[config.mk]
export PLATFORM = sky130hd
export DESIGN_NAME = stonyman_capture
export DESIGN_NICKNAME = d
export VERILOG_FILES = /design/src/rtl/stonyman_capture.sv
export SDC_FILE = /design/constraint.sdc
export NUM_CORES = 1
export LEC_CHECK = 0
export ABC_AREA = 1
export CAP_MARGIN = 20
export CELL_PAD_IN_SITES_DETAIL_PLACEMENT = 1
export CELL_PAD_IN_SITES_GLOBAL_PLACEMENT = 2
export CORE_AREA = 2 2 113 115
export DETAILED_ROUTE_END_ITERATION = 10
export DIE_AREA = 0 0 115 117
export GPL_TIMING_DRIVEN = 0
export HOLD_SLACK_MARGIN = 0.05
export PLACE_DENSITY_LB_ADDON = 0.25
export REMOVE_ABC_BUFFERS = 1
export SYNTH_ARGS = -nofsm -noshare
export SYNTH_HDL_FRONTEND = slang
export SYNTH_SLANG_ARGS = --single-unit
[constraint.sdc]
create_clock -name PCLK -period 1.75 [get_ports PCLK]
set_input_delay 0.175 -clock PCLK [delete_from_list [all_inputs] [get_ports PCLK]]
set_output_delay 0.175 -clock PCLK [all_outputs]
set_load 0.03 [all_outputs]
[src/rtl/stonyman_capture.sv]
// Stonyman frame-capture sequencer: walks the sensor pointer/value registers in
// raster order, triggers one ADC conversion per pixel and pushes it into the FIFO.
module stonyman_capture #(
    parameter int unsigned ROWS          = 112,
    parameter int unsigned COLS          = 112,
    parameter int unsigned PULSE_CYCLES  = 2,
    parameter int unsigned SETTLE_CYCLES = 8
) (
    input  logic       PCLK,
    input  logic       PRESERN,
    input  logic       START_CAPTURE,
    output logic       BUSY,
    input  logic       FULL,
    output logic       WREN,
    output logic [7:0] PIXELOUT,
    output logic       RESP,
    output logic       INCP,
    output logic       RESV,
    output logic       INCV,
    output logic       ADC_START,
    input  logic       ADC_DONE,
    input  logic [7:0] ADC_DATA
);

    localparam int unsigned CNT_W = 16;
    localparam int unsigned IDX_W = 8;
    localparam logic [CNT_W-1:0] PULSE_FALL  = CNT_W'(PULSE_CYCLES - 1);
    localparam logic [CNT_W-1:0] PULSE_LAST  = CNT_W'(2 * PULSE_CYCLES - 1);
    localparam logic [CNT_W-1:0] SETTLE_LAST = CNT_W'(SETTLE_CYCLES - 1);
    localparam logic [IDX_W-1:0] LAST_ROW    = IDX_W'(ROWS - 1);
    localparam logic [IDX_W-1:0] LAST_COL    = IDX_W'(COLS - 1);

    // One-hot control line codes, bit order {RESP, INCP, RESV, INCV}
    localparam logic [3:0] C_RESP = 4'b1000;
    localparam logic [3:0] C_INCP = 4'b0100;
    localparam logic [3:0] C_RESV = 4'b0010;
    localparam logic [3:0] C_INCV = 4'b0001;

    typedef enum logic [3:0] {
        S_IDLE,
        S_ROW_RESP,
        S_ROW_INCP,
        S_ROW_RESV,
        S_ROW_INCV,
        S_COL_RESP,
        S_COL_RESV,
        S_COL_INCV,
        S_SETTLE,
        S_CONV,
        S_WAIT_ADC,
        S_PUSH,
        S_WRITE
    } state_t;

    state_t           state;
    logic [CNT_W-1:0] cnt;
    logic [IDX_W-1:0] row;
    logic [IDX_W-1:0] col;
    logic [IDX_W-1:0] incv_cnt;
    logic [3:0]       ctrl;

    assign RESP = ctrl[3];
    assign INCP = ctrl[2];
    assign RESV = ctrl[1];
    assign INCV = ctrl[0];

    always_ff @(posedge PCLK) begin
        if (!PRESERN) begin
            state     <= S_IDLE;
            cnt       <= '0;
            row       <= '0;
            col       <= '0;
            incv_cnt  <= '0;
            ctrl      <= '0;
            BUSY      <= 1'b0;
            WREN      <= 1'b1;
            PIXELOUT  <= '0;
            ADC_START <= 1'b0;
        end else begin
            case (state)
                S_IDLE: begin
                    if (!START_CAPTURE) begin
                        state <= S_ROW_RESP;
                        BUSY  <= 1'b1;
                        ctrl  <= C_RESP;
                        cnt   <= '0;
                        row   <= '0;
                        col   <= '0;
                    end
                end

                // Pulse states: line high for PULSE_CYCLES, then low for PULSE_CYCLES
                S_ROW_RESP, S_ROW_INCP, S_ROW_RESV, S_ROW_INCV,
                S_COL_RESP, S_COL_RESV, S_COL_INCV: begin
                    cnt <= cnt + CNT_W'(1);
                    if (cnt == PULSE_FALL) begin
                        ctrl <= '0;
                    end
                    if (cnt == PULSE_LAST) begin
                        cnt <= '0;
                        case (state)
                            S_ROW_RESP: begin
                                state <= S_ROW_INCP;
                                ctrl  <= C_INCP;
                            end
                            S_ROW_INCP: begin
                                state <= S_ROW_RESV;
                                ctrl  <= C_RESV;
                            end
                            S_ROW_RESV: begin
                                if (row == '0) begin
                                    state <= S_COL_RESP;
                                    ctrl  <= C_RESP;
                                end else begin
                                    state    <= S_ROW_INCV;
                                    ctrl     <= C_INCV;
                                    incv_cnt <= IDX_W'(1);
                                end
                            end
                            S_ROW_INCV: begin
                                if (incv_cnt == row) begin
                                    state <= S_COL_RESP;
                                    ctrl  <= C_RESP;
                                end else begin
                                    incv_cnt <= incv_cnt + IDX_W'(1);
                                    ctrl     <= C_INCV;
                                end
                            end
                            S_COL_RESP: begin
                                state <= S_COL_RESV;
                                ctrl  <= C_RESV;
                            end
                            S_COL_RESV: begin
                                state <= S_SETTLE;
                                col   <= '0;
                            end
                            S_COL_INCV: begin
                                state <= S_SETTLE;
                            end
                            default: begin
                                state <= S_IDLE;
                            end
                        endcase
                    end
                end

                S_SETTLE: begin
                    if (cnt == SETTLE_LAST) begin
                        cnt       <= '0;
                        state     <= S_CONV;
                        ADC_START <= 1'b1;
                    end else begin
                        cnt <= cnt + CNT_W'(1);
                    end
                end

                S_CONV: begin
                    ADC_START <= 1'b0;
                    state     <= S_WAIT_ADC;
                end

                S_WAIT_ADC: begin
                    if (ADC_DONE) begin
                        PIXELOUT <= ADC_DATA;
                        state    <= S_PUSH;
                    end
                end

                // Stall here with the pixel held until the FIFO has room
                S_PUSH: begin
                    if (!FULL) begin
                        WREN  <= 1'b0;
                        state <= S_WRITE;
                    end
                end

                S_WRITE: begin
                    WREN <= 1'b1;
                    cnt  <= '0;
                    if (col != LAST_COL) begin
                        col   <= col + IDX_W'(1);
                        ctrl  <= C_INCV;
                        state <= S_COL_INCV;
                    end else if (row != LAST_ROW) begin
                        row   <= row + IDX_W'(1);
                        ctrl  <= C_RESP;
                        state <= S_ROW_RESP;
                    end else begin
                        BUSY  <= 1'b0;
                        state <= S_IDLE;
                    end
                end

                default: begin
                    state <= S_IDLE;
                end
            endcase
        end
    end

endmodule

---- Word level (Yosys, flattened, before mapping) ----
Index checks and enable logic that the tools add are counted.
storage, ports and cells
  ROM bits ................................ 0
  memories ................................ 0
  logic and storage cells ................. 110
  bits in latches ......................... 0
  register bits after elaboration ......... 59
  input bits .............................. 13
  bits in writable memories ............... 0
cells by class
  $lt $le $gt $ge ......................... 0
  add/subtract/negate cells ............... 4
  reduce and logical (&&, ||, !) cells .... 21
  equality and inequality tests ........... 32
  bitwise operators ....................... 0
  div/mod/pow operators ................... 0
  mux-type cells .......................... 43
  shifts and indexed selects .............. 0
  $mul .................................... 0
operator list
  operator                 count
  $mux W8                  8
  $pmux W16 S4             1
  $mux W4                  13
  $mux W16                 3
  $pmux W8 S2              2
  $pmux W4 S7              1
  $add A8 B1 Y8 const B    3
  $ne A2 B2 Y1 const B     12
  $pmux W4 S6              1
  $pmux W8 S3              1
  $eq A4 B4 Y1 const B     5
  $add A16 B1 Y16 const B  1
  $eq A16 B1 Y1 const B    1
  $eq A16 B2 Y1 const B    1
  $eq A16 B3 Y1 const B    1
  $eq A4 B3 Y1 const B     4
  $ne A8 B7 Y1 const B     2
  $pmux W4 S4              1
  $pmux W4 S3              1
  $reduce_and A5 Y1        2
  $eq A4 B2 Y1 const B     2
  $eq A8 B8 Y1             1
  $logic_not A8 Y1         1
  $reduce_and A2 Y1        4
  other kinds (14)         28

---- Logic depth before layout (Yosys ltp) ----
  depth in word-level cells ............... 5
  gate-level depth with buffers ........... 13
  gate-level depth less buffers ........... 13

---- Worst setup path after synthesis ----
OpenSTA, ideal clock, no wires.
  kind .................................... register to register
  start point ............................. reg cnt[0]
  end point ............................... reg state[1]
  period minus slack after synthesis ...... 1637 ps
  setup time .............................. 128 ps
  arrival ................................. 1509 ps
  buffers on the path ..................... 0
  slack ................................... 113 ps
  data required time ...................... 1622 ps
  cell stages (with the launch flop) ...... 13
  path through ............................ dfxtp_1 > ha_1 > nand2_1 > inv_1 > nand2_1 > nor2_1 > nand2_1 > nand2_1 > nand2_4 > inv_1 > nand3_2 > o21ai_0 > nor2_1
between the ends
  word-level cells in the longest chain between the ends .. 3
  elaborated cells between the ends (all ways) .. 5
  classes of those cells .................. eq/ne (4); reduce/logical (1)
RTL lines
  element                                         line     text
  start, declared                                 56       logic [CNT_W-1:0] cnt;
  start signal, assigned                          95       cnt <= cnt + CNT_W'(1);
  start signal, assigned                          153      cnt <= cnt + CNT_W'(1);
  $eq A16 B2 Y1 or $eq A16 B3 Y1 (tied branches)  99, 148
  $ne A2 B2 Y1 (no line)                          -
  $reduce_and A6 Y1 (no line) *                   -
  end signal, assigned                            103      state <= S_ROW_INCP;
  end signal, assigned                            107      state <= S_ROW_RESV;
  end signal, assigned                            112      state <= S_COL_RESP;
  end, declared                                   55       state_t state;
Every way passes the cells marked *; elsewhere a longest branch is shown, timed or not.
A chain may end at the register's enable or synchronous reset.

---- Worst setup path in the final report ----
  start point ............................. reg state[0]
  end point ............................... reg col[3]
between the ends
  word-level cells in the longest chain between the ends .. 4
  elaborated cells between the ends (all ways) .. 17
  classes of those cells .................. eq/ne (12); mux (1); reduce/logical (4)
RTL lines
  element                                                       line  text
  start signal, assigned                                        69    state <= S_IDLE;
  start signal, assigned                                        83    state <= S_ROW_RESP;
  start signal, assigned                                        103
  $eq A4 B3 Y1 (tied with other cells)                          80    case (state)
  $reduce_or A7 Y1                                              80
  $ne A2 B2 Y1 (no line) or $reduce_bool A3 Y1 (tied branches)  -
  $reduce_and A5 Y1 (no line)                                   -
  end signal, assigned                                          181   col <= col + IDX_W'(1);
  end, declared                                                 58    logic [IDX_W-1:0] col;
Several ways; a longest one is shown, not always the timed one.

==> impl_metrics.env <==
export IMPL_status="finished clean"
export IMPL_track_usage=0.177
export IMPL_worstSetupPathType="reg -> reg"
export IMPL_critical_path_endpoint_type="flop"
export IMPL_place_gp_congestion=0.791
export IMPL_final_core_util=0.401
export IMPL_worst_slew_pin_slew_ns=0.892
export IMPL_ys_seq_area_frac=0.342
export IMPL_hold_viol=0
export IMPL_cap_violations=0
export IMPL_core_area_mm2=0.0123
export IMPL_final_cell_mix="nand2_1, inv_1, nor2_1, dfxtp_1, a21oi_1"
export IMPL_p_leak_nw=1.99
export IMPL_diodes=0
export IMPL_place_inst=707
export IMPL_cp_max_fo=5
export IMPL_grt_overflow_total=0
export IMPL_ys_warn_count=0
export IMPL_hp_class="reg -> reg"
export IMPL_synth_flop_cell="dfxtp_1"
export IMPL_worst_hold_path_num_cells=2
export IMPL_critPathMaxStageDelay_ns=0.36
export IMPL_setup_tns_ns=0
export IMPL_die_area_mm2=0.0135
export IMPL_worstSkewPairLatency_ns=0.34
export IMPL_syn_inst=539
export IMPL_synth_edff_count=0
export IMPL_critPathSlowestCell="dfxtp_4"
export IMPL_final_max_slew_violation_count=0
export IMPL_synth_async_sr_flop_share=0
export IMPL_grt_pass1_wl_um=18700
export IMPL_fin_nets=627
export IMPL_rsz0062_at_grt="true"
export IMPL_clock_sinks=59
export IMPL_first_pass_iters=4
export IMPL_syn_avg_cell_area_um2=6.42
export IMPL_power_density_mw_per_mm2=1310
export IMPL_seqCellArea_mm2=0.00123
export IMPL_synth_seq_cells=59
export IMPL_core_rowCount=41
export IMPL_finalClockSkew_ns=0.00895
export IMPL_die_width_um=115
export IMPL_place_hpwl_um=7490
export IMPL_layout_cells_non_filler=763
export IMPL_critical_path_required_ns=1.97
export IMPL_wl_um=11300
export IMPL_antenna_left=0
export IMPL_io_buffer_count=27
export IMPL_highest_layer="met4"
export IMPL_start_kind="flop"
export IMPL_cts_buffers=9
export IMPL_multi_input_area_mm2=0.00234
export IMPL_min_period_ns=1.73
export IMPL_viasPerCell=4.90
export IMPL_clock_path_buffers=2
export IMPL_final_common_cell="nand2_1"
export IMPL_timing_final_crit_share=0.989
export IMPL_max_freq_mhz=578
export IMPL_maxSlewHeadroom=0.404
export IMPL_grt_max_degree=27
export IMPL_reg2regPathDepth=11
export IMPL_cts_clk_slew_worst_paths_ns=0.05
export IMPL_peakVddDrop_uv=406
export IMPL_crit_path_cell_trace="nor2_4 > nand2_4 > nor2_4 > clkinvlp_4 > nor2_4 > inv_2 > nand2_2 > nor2_4 > buf_4 > nand3_1 > a21oi_2"
export IMPL_drive_above_1_share=0.290
export IMPL_h_tree_depth=3
export IMPL_ios=28
export IMPL_fp_dieH_um=117
export IMPL_place_area_mm2=0.00388
export IMPL_netlist_area_mm2=0.00346
export IMPL_setup_viol=0
export IMPL_p_total_mw=6.45
export IMPL_dr_wl_met2_um=5690
export IMPL_cts_tree="built"
export IMPL_hold_slack_ns=0.448
export IMPL_cpMostUsedCell="nor2_4"
export IMPL_first_global_vias=3793
export IMPL_antenna_found_initial=0
export IMPL_num_vias=3738
export IMPL_wl_per_cell_um=14.9
export IMPL_setup_ws_ns=0.0199
export IMPL_dp_slack_ns=-1.11
export IMPL_crit_arrival_ns=1.95
export IMPL_design_area_mm2=0.00493
export IMPL_start_util=0.281
export IMPL_initialDrtViolationCount=103
export IMPL_cts_hold_buffers=0
export IMPL_drt_met1_wl_um=5160
export IMPL_syn2layout_area_growth_pct=42.7
export IMPL_drc=0
export IMPL_n_fill_cell=1540
export IMPL_yosysUniqueCellTypes=37
export IMPL_wl_met3_um=265
export IMPL_cts_root_buf="clkbuf_16"
-- per-layer routing --
layer	up-vias	track usage
met5	-	0
met2	40	0.306
met1	1794	0.215
met3	17	0.0288
li1	1887	-
met4	0	0.0827
-- logic make-up after synthesis --
| kind of cell | share of synthesized area |
|---|---|
| simple gates | 0.378 |
| compound gates | 0.131 |
| buf+inv | 0.0897 |
| flops | 0.342 |
| xor+xnor | 0.0380 |
| fa+ha+maj | 0.0217 |
-- sequential cells by signal (all words and copies together) (netlist names) --
signal and flops:
BUSY 1, ADC_START 1, WREN 1, state 4
row 8, incv_cnt 8, PIXELOUT 8, col 8
cnt 16, ctrl 4
-- final cells by class --
class / instances / area share
Clock buffer: 15 / 0.0563
Sequential cell: 59 / 0.249
Tap cell: 150 / 0.0380
Timing Repair Buffer: 66 / 0.118
Inverter: 72 / 0.0591
Clock inverter: 1 / 0.00609
Multi-Input combinational cell: 400 / 0.474
-- path summary, 6_finish.rpt --
| path | slack, ns | to | start |
|---|---|---|---|
| worst min-delay path | 0.45 | PIXELOUT[6]$_SDFFE_PN0P_ | PIXELOUT[6]$_SDFFE_PN0P_ |
| worst max-delay path | 0.02 | col[3]$_SDFFE_PN0P_ | state[0]$_SDFFE_PN0P_ |
| worst min register to register | 0.45 | PIXELOUT[6]$_SDFFE_PN0P_ | PIXELOUT[6]$_SDFFE_PN0P_ |
| worst max register to register | 0.02 | col[3]$_SDFFE_PN0P_ | state[0]$_SDFFE_PN0P_ |
-- Yosys cell counts, types with 2 or more instances --
cell type,n,area share
nand3_2,3,0.0087
xnor2_1,7,0.018
o21bai_1,2,0.0043
nor2_1,66,0.072
nand4_1,19,0.034
buf_2,2,0.0029
or2_2,2,0.0036
nand3_1,37,0.054
o211ai_1,3,0.0065
dfxtp_1,59,0.34
nand2_1,146,0.16
nor3b_1,6,0.013
xor2_1,8,0.020
nor3_1,7,0.010
clkbuf_1,5,0.0054
inv_1,67,0.073
inv_2,4,0.0043
ha_1,6,0.022
nand2_4,2,0.0065
o21ai_0,25,0.036
a21oi_1,43,0.062
nor2_2,5,0.0090
-- repair_timing --
action                     4_1_cts  5_1_grt
setup buffers                   20       19
gates resized for setup         49      105
cloned                           1        0
hold endpoints to repair         0        0
setup endpoints to repair       58       48
pin swaps                        9       25
-- critical path: cells and delay by family, from the launching register on --
family                 cells  cell delay (ns)
AO/OA/AOI/OAI              1             0.06
AND/OR/NAND/NOR            7             0.80
buffers and inverters      3             0.39
flip-flops                 1             0.36
-- power by group --
group          switching [mW]  leakage [nW]  internal (mW)
logic                    1.82          1.35           1.10
clock network           0.652         0.150           1.22
registers               0.159         0.489           1.50
total                    2.63          1.99           3.82
Power figures use the tool's default switching activity.
